--- config.mk ---
export PLATFORM = sky130hd
export DESIGN_NAME = ship_gun
export DESIGN_NICKNAME = d
export VERILOG_FILES = /design/src/rtl/ship_gun.sv
export SDC_FILE = /design/constraint.sdc
export NUM_CORES = 1
export LEC_CHECK = 0
export ABC_AREA = 1
export CAP_MARGIN = 30
export CORE_MARGIN = 2
export CORE_UTILIZATION = 23
export CTS_CLUSTER_DIAMETER = 60
export CTS_CLUSTER_SIZE = 40
export DETAILED_ROUTE_END_ITERATION = 10
export GPL_ROUTABILITY_DRIVEN = 0
export HOLD_SLACK_MARGIN = 0.03
export PLACE_DENSITY = 0.48
export REMOVE_ABC_BUFFERS = 1
export SYNTH_ARGS = -nofsm -noshare
export SYNTH_HDL_FRONTEND = slang
export SYNTH_SLANG_ARGS = --single-unit
--- constraint.sdc ---
create_clock -name i_clk -period 2.9 [get_ports i_clk]
set_input_delay 0.435 -clock i_clk [delete_from_list [all_inputs] [get_ports i_clk]]
set_output_delay 0.435 -clock i_clk [all_outputs]
set_load 0.02 [all_outputs]
--- src/rtl/ship_gun.sv ---
// ship_gun: player ship controller with a pool of N independent bullets.
// Ship motion, fire edge/auto-fire with cooldown, and bullet retirement on top edge or hit.
module ship_gun #(
    parameter int N_BULLETS = 4,
    parameter int H_SIZE    = 16,
    parameter int B_SIZE    = 4,
    parameter int IX        = 320,
    parameter int IY        = 400,
    parameter int D_WIDTH   = 640,
    parameter int D_HEIGHT  = 480,
    parameter int P_SPEED   = 2,
    parameter int B_SPEED   = 4,
    parameter int COOLDOWN  = 8
) (
    input  logic                    i_clk,
    input  logic                    i_rst_n,
    input  logic                    i_ani_stb,
    input  logic                    i_animate,
    input  logic                    i_paused,
    input  logic [7:0]              i_sw,
    input  logic                    i_auto,
    input  logic [N_BULLETS-1:0]    i_hit,
    output logic [11:0]             o_x1,
    output logic [11:0]             o_x2,
    output logic [11:0]             o_y1,
    output logic [11:0]             o_y2,
    output logic [12*N_BULLETS-1:0] o_bx1,
    output logic [12*N_BULLETS-1:0] o_bx2,
    output logic [12*N_BULLETS-1:0] o_by1,
    output logic [12*N_BULLETS-1:0] o_by2,
    output logic [N_BULLETS-1:0]    o_active,
    output logic                    o_fire,
    output logic [4:0]              o_free_cnt
);
    localparam int CW = $clog2(COOLDOWN + 2);
    localparam logic signed [12:0] X_MIN = 13'(H_SIZE);
    localparam logic signed [12:0] X_MAX = 13'(D_WIDTH - H_SIZE);
    localparam logic signed [12:0] Y_MAX = 13'(D_HEIGHT - H_SIZE);

    logic [11:0]          x, y;
    logic [11:0]          bx [N_BULLETS];
    logic [11:0]          by [N_BULLETS];
    logic [CW-1:0]        cooldown;
    logic                 fire_prev;
    logic                 tick, req, spawn;
    logic [4:0]           tgt;
    logic signed [12:0]   dx, dy, nx, ny;
    logic                 unused;

    assign unused = ^{i_sw[5], i_sw[3:2]};

    always_comb begin
        tick = i_animate & i_ani_stb & ~i_paused;
        req = tick & i_sw[4] & (~fire_prev | i_auto);
        spawn = req & (cooldown == '0) & ~&o_active;
        tgt = '0;
        for (int k = N_BULLETS - 1; k >= 0; k--)
            tgt = !o_active[k] ? 5'(k) : tgt;
        dx = (i_sw[0] ? 13'(P_SPEED) : 13'sd0) - (i_sw[7] ? 13'(P_SPEED) : 13'sd0);
        dy = (i_sw[1] ? 13'(P_SPEED) : 13'sd0) - (i_sw[6] ? 13'(P_SPEED) : 13'sd0);
        nx = $signed({1'b0, x}) + dx;
        ny = $signed({1'b0, y}) + dy;
        o_free_cnt = '0;
        for (int k = 0; k < N_BULLETS; k++)
            o_free_cnt = o_free_cnt + 5'(!o_active[k]);
    end

    always_ff @(posedge i_clk) begin
        if (!i_rst_n) begin
            x         <= 12'(IX);
            y         <= 12'(IY);
            o_active  <= '0;
            cooldown  <= '0;
            fire_prev <= 1'b1;
            o_fire    <= 1'b0;
            for (int k = 0; k < N_BULLETS; k++) begin
                bx[k] <= '0;
                by[k] <= '0;
            end
        end else begin
            o_fire   <= spawn;
            cooldown <= spawn ? CW'(COOLDOWN) : (tick && cooldown != '0) ? cooldown - CW'(1) : cooldown;
            if (tick) begin
                fire_prev <= i_sw[4];
                x <= nx < X_MIN ? 12'(X_MIN) : nx > X_MAX ? 12'(X_MAX) : 12'(nx);
                y <= ny < X_MIN ? 12'(X_MIN) : ny > Y_MAX ? 12'(Y_MAX) : 12'(ny);
            end
            // target slot is inactive, so a hit on it cannot override the spawn
            for (int k = 0; k < N_BULLETS; k++) begin
                if (spawn && tgt == 5'(k)) begin
                    o_active[k] <= 1'b1;
                    bx[k]       <= x;
                    by[k]       <= y - 12'(H_SIZE);
                end else if (o_active[k] && i_hit[k]) begin
                    o_active[k] <= 1'b0;
                end else if (tick && o_active[k]) begin
                    if (by[k] < 12'(B_SIZE + B_SPEED))
                        o_active[k] <= 1'b0;
                    else
                        by[k] <= by[k] - 12'(B_SPEED);
                end
            end
        end
    end

    assign o_x1 = x - 12'(H_SIZE);
    assign o_x2 = x + 12'(H_SIZE);
    assign o_y1 = y - 12'(H_SIZE);
    assign o_y2 = y + 12'(H_SIZE);

    for (genvar k = 0; k < N_BULLETS; k++) begin : g_edges
        assign o_bx1[12*k +: 12] = bx[k] - 12'(B_SIZE);
        assign o_bx2[12*k +: 12] = bx[k] + 12'(B_SIZE);
        assign o_by1[12*k +: 12] = by[k] - 12'(B_SIZE);
        assign o_by2[12*k +: 12] = by[k] + 12'(B_SIZE);
    end
endmodule
==> results of run 1 <==
## flip-flops by register name (all words and copies together), names as in the netlist
name	cells
o_fire	1
x	11
by	47
cooldown	4
fire_prev	1
bx	44
y	11
o_active	4
## worst reg2reg max path: stages, from the launching register on
cell	delay, ns
dfxtp_1	0.47
inv_1	0.27
nand2_1	0.13
nand2_1	0.08
nand3_1	0.12
nand2_2	0.11
nand3_1	0.12
nand3_1	0.08
nand2_1	0.08
nand2_1	0.10
nor2_2	0.15
nand3_1	0.13
nand2_2	0.14
nand2_1	0.07
nor2_1	0.10
nor2_1	0.05
nor2_1	0.07
## power groups by stage
stage          combinational, uW  sequential [uW]  clock (uW)
3_5_place_dp                1330             2060           0
3_3_place_gp                1330             2060           0
6_report                    1320             2020        2310
2_1_floorplan                644             2060           0
5_1_grt                     1440             2030        2450
4_1_cts                     1330             2020        2370
## cell usage in the layout (no fill, tap or decap), types with 31 or more instances in the layout
cell	n
inv_1	167
ha_1	32
nand3_1	105
edfxtp_1	91
o21ai_0	52
xor2_1	123
clkdlybuf4s50_1	209
nand2_1	307
buf_4	143
dfxtp_1	31
nor2_1	184
## final timing paths
path / start / to / slack [ns] / depth (start not counted)
max: by[1][2]$_SDFFCE_PN0P_ / o_by1[20] / 0.12 / 5
min: fire_prev$_SDFFE_PN1P_ / fire_prev$_SDFFE_PN1P_ / 0.46 / 2
max reg2reg: y[3]$_SDFFE_PN0P_ / y[5]$_SDFFE_PN0P_ / 0.57 / 16
min reg2reg: fire_prev$_SDFFE_PN1P_ / fire_prev$_SDFFE_PN1P_ / 0.46 / 2
## layout make-up
type | instances | area (um2) | share of cell area (%)
Multi-Input combinational cell | 1011 | 5540 | 37.8
Clock buffer | 17 | 425 | 2.90
Sequential cell | 123 | 3370 | 23.0
Clock inverter | 15 | 213 | 1.45
Antenna cell | 1 | 2.50 | 0.0171
Tap cell | 585 | 732 | 5.00
Timing Repair Buffer | 396 | 3670 | 25.0
Inverter | 185 | 697 | 4.76
## kinds of logic after synthesis
family	after synthesis	share of synthesized area [%]
AOI/OAI and AO/OA	110	6.11
xor gates and xnor gates	140	12.4
adders and majority gates	35	4.43
buffers and inverters	289	13.5
DFF	123	33.5
other	1	0.0373
and+or+nand+nor	707	30.0
## per-layer routing
layer / global-route usage, % / wire [um]
met1: 20.5 / 16400
met2: 26.2 / 16800
met3: 2.32 / 1480
met4: 3.59 / 320
met5: 0 / 0
## repair_timing
action | CTS | global route
buffers inserted | 3 | 1
resized for setup | 26 | 59
setup endpoints to repair | 24 | 52
pin swaps | 0 | 5
## stage by stage
stage	hold slack [ns]	setup slack, ns
after global routing	0.515	-0.0278
after global placement	0.440	-0.282
after floorplan	0.429	-0.220
after detailed placement	0.446	-0.313
final	0.460	0.123
after CTS	0.461	0.000988
==> out/metrics.cfg, run 1 <==
[logic_synthesis]
synth_cells=1405
synth_area_leaders=edfxtp_1 27%, nand2_1 12%, xor2_1 11%
yosysMostFrequentCell=nand2_1
synth_edf_count=91
synth_warnings=0
synth_seq_cells=123
ys_types=45
avgSynthCellArea_um2=7.16
synth.largest_area_cell=edfxtp_1
ys.flop_type=edfxtp_1
syn_area_um2=10100
yosysSeqAreaShare_pct=33.5
synth_top_area_share_pct=27.2
ys_async_sr_fraction_pct=0
ys_top_cells_by_count=314 x nand2_1, 187 x nor2_1, 170 x inv_1

[setup_path]
worstPathCellList=inv_1 > ha_1 > nand2_1 > xor2_1 > clkdlybuf4s50_1
crit_family=buffers and inverters
crit_slowest_cell=clkdlybuf4s50_1
crit_type=reg2out
arrival_ns=2.34
cp_slowest_stage_delay_ns=0.66
endpoint_kind=primary output
critPathLaunchType=flip-flop
crit_required_ns=2.47
critPathBufInv=2
critical_path.max_fanout=5

[sta]
worstMarginPinSlew_ns=0.494
min_period_ns=2.78
report.final.hold_viol_count=0
max_freq_mhz=360
slew_headroom_pct=66.8
finalCritPeriodShare_pct=95.8
drv_slew=0
skew_ns=0.0107
setup_viol_count_final=0
fin_tns_setup_ns=0

[cells_and_area]
synthToLayoutAreaGrowth_pct=45.7
fillCellCount=4580
fin_cells=2333
drive_gt1_share_pct=14.7
final_util_pct=34.0
nets=1787
fin_area_um2=14700

[clocking]
cts_tree=done
clockRootBuffer=clkbuf_16
clock_latency_ns=0.42
clock_path_buffers=2
cts.sinks=123
hold_buffers=0
h-tree-depth=4
path_clk_slew_ns=0.06
cts_made_buffers=17

[hold_path]
hp-class=reg2reg

[floorplanning]
ios=268
die_area_um2=45400
fp.dieH_um=213
start_util_pct=23.3
die_w_um=213
core_um2=43100
placement_rows=76

[route]
vias_per_cell=4.25
drc=0
wire_per_inst_um=15.0
ant_nets=0
routed_wl_um=34900
firstDrtPassIters=5
vias=9918
drtIter0Drc=520

[global_routing]
overflow=0
grt_max_degree=25
grt_pass1_wl_um=54100
grt_use_total_pct=15.4
first_global_vias=9754
antenna_found_initial=1

[place]
place_inst=2296
dpl_cell_area_um2=13800
dp_hpwl_um=28300
portBuffers=248

[power]
total_power_uw=5650
switching_share_pct=29.8
p_clk_share_pct=40.8
leakagePower_uw=0.00664
p_int_uw=3970
ir_drop_v=0.000290
p_sw_uw=1690
seqPwrFrac_pct=35.8
comb_power_share_pct=23.4
p_per_area_nw_per_um2=386

[outcome]
status=finished clean

[job]
maxCapViolCount=0

Power figures use the tool's default switching activity.
==> inputs of run 2 (changes only) <==
Settings changed: MAX_ROUTING_LAYER set to met4.
==> out/metrics.cfg, run 2 (synthesis gave the netlist of run 1 again) <==
[hold_path]
hp-class=reg2reg
holdCritStartpoint=fire_prev$_SDFFE_PN1P_

[power]
total_power_uw=5660
leakagePower_uw=0.00664
ir_drop_v=0.000292
p_per_area_nw_per_um2=386

[setup_path]
arrival_ns=2.35
rr_worst_depth=16
reg2reg_from=y[3]$_SDFFE_PN0P_
reg2reg_to=y[5]$_SDFFE_PN0P_
critical_path.max_fanout=5
crit_required_ns=2.47
critPathLaunchType=flip-flop
endpoint_kind=primary output
r2r_slack_ns=0.56
crit_type=reg2out
worstSetupEndpoint=o_by1[20]
worstSetupStartpoint=by[1][2]$_SDFFCE_PN0P_

[cells_and_area]
reg.largest.list=by: 47 flops, bx: 44 flops
fillCellCount=4580
drive_gt1_share_pct=14.7
nets=1787
mostFrequentLayoutCells=307 x nand2_1, 209 x clkdlybuf4s50_1, 184 x nor2_1
fin_cells=2333
synthToLayoutAreaGrowth_pct=45.7
multiInputGateArea_um2=5540
largest_reg_flops=47
final_common_cell=nand2_1
regArea_um2=3370
top_register=by

[global_routing]
overflow=0
grt_pass1_wl_um=54100
grt_max_degree=25
first_global_vias=9741
grt_use_total_pct=15.9
antenna_found_initial=1

[clocking]
cts_made_buffers=17
clock_latency_ns=0.42
clock_path_buffers=2
cts.sinks=123
path_clk_slew_ns=0.06
h-tree-depth=4
cts_tree=done
clockRootBuffer=clkbuf_16

[floorplanning]
core_um2=43100
ios=268
die_area_um2=45400
die_w_um=213
fp.dieH_um=213
placement_rows=76
start_util_pct=23.3

[place]
place_inst=2296
post-place-ws_ns=-0.313
portBuffers=248
dp_hpwl_um=28300

[route]
vias=9908
vias_per_cell=4.25
drc=0
routed_wl_um=35000
ant_nets=0
firstDrtPassIters=5
drtIter0Drc=529
wire_per_inst_um=15.0

[sta]
worstMarginPinSlew_ns=0.499
skew_ns=0.0117
holdWs_ns=0.460
drv_slew=0
setup_viol_count_final=0
min_period_ns=2.79
finalCritPeriodShare_pct=96.1
timing.final.ws_setup_ns=0.114
report.final.hold_viol_count=0
max_freq_mhz=359
slew_headroom_pct=66.4

[job]
maxCapViolCount=0

[outcome]
status=finished clean

run 2: cell counts in the layout (fill, tap and decap cells not counted):
No cell type changed its count.
run 2: cell type report:
cell class,instances,area share (%)
antenna,1,0.0171
clock buffer,17,2.90
clock inverter,15,1.45
inverter,185,4.76
multi-input combinational,1011,37.8
sequential,123,23.0
tap,585,5.00
timing repair buffer,396,25.0
run 2: worst min path at each step:
| stage | endpoint | slack (ns) | cells after the start |
|---|---|---|---|
| floorplan | fire_prev$_SDFFE_PN1P_ | 0.43 | 2 |
| global placement | fire_prev$_SDFFE_PN1P_ | 0.44 | 2 |
| detailed placement | fire_prev$_SDFFE_PN1P_ | 0.45 | 2 |
| CTS | fire_prev$_SDFFE_PN1P_ | 0.46 | 2 |
| global route | fire_prev$_SDFFE_PN1P_ | 0.51 | 2 |
| finish | fire_prev$_SDFFE_PN1P_ | 0.46 | 2 |
run 2: metrics by stage:
stage,area [um2],utilization (%),TNS (ns)
after global placement,13800,32.1,-3.96
after CTS,14500,33.6,0
after global routing,14700,34.0,-0.0279
final,14700,34.0,0
after detailed placement,13800,32.1,-4.47
after floorplan,9460,-,-3.86
run 2: critical path: stages (launching register included):
cell and delay, ns:
edfxtp_1 0.48, inv_1 0.19, ha_1 0.24, nand2_1 0.10, xor2_1 0.26, clkdlybuf4s50_1 0.66
run 2: power by group:
part / internal (uW) / total [uW] / switching [uW]
Clock: 1460 / 2310 / 854
Sequential: 1950 / 2020 / 75.6
Combinational: 566 / 1320 / 758
run 2: repair_timing:
| item | 4_1_cts | 5_1_grt |
|---|---|---|
| setup buffers | 3 | 1 |
| endpoints found under the setup margin | 24 | 52 |
| pin swaps | 0 | 5 |
| resized for setup | 26 | 59 |
| hold buffers | 0 | 0 |
run 2: routing by layer:
layer / vias up / wire length (um) / global-route usage [%] / share of wire (%)
met2: 181 / 16800 / 26.2 / 48
met3: 19 / 1440 / 2.28 / 4.1
met4: 0 / 290 / 3.50 / 0.83
li1: 5097 / - / - / -
met5: - / 0 / - / 0
met1: 4611 / 16400 / 20.6 / 47
==> inputs of run 3 (changes only) <==
Settings changed: HOLD_SLACK_MARGIN 0.03 to unset.
==> results of run 3 <==
No change in the layout: final DEF, timing and power equal those of run 2.
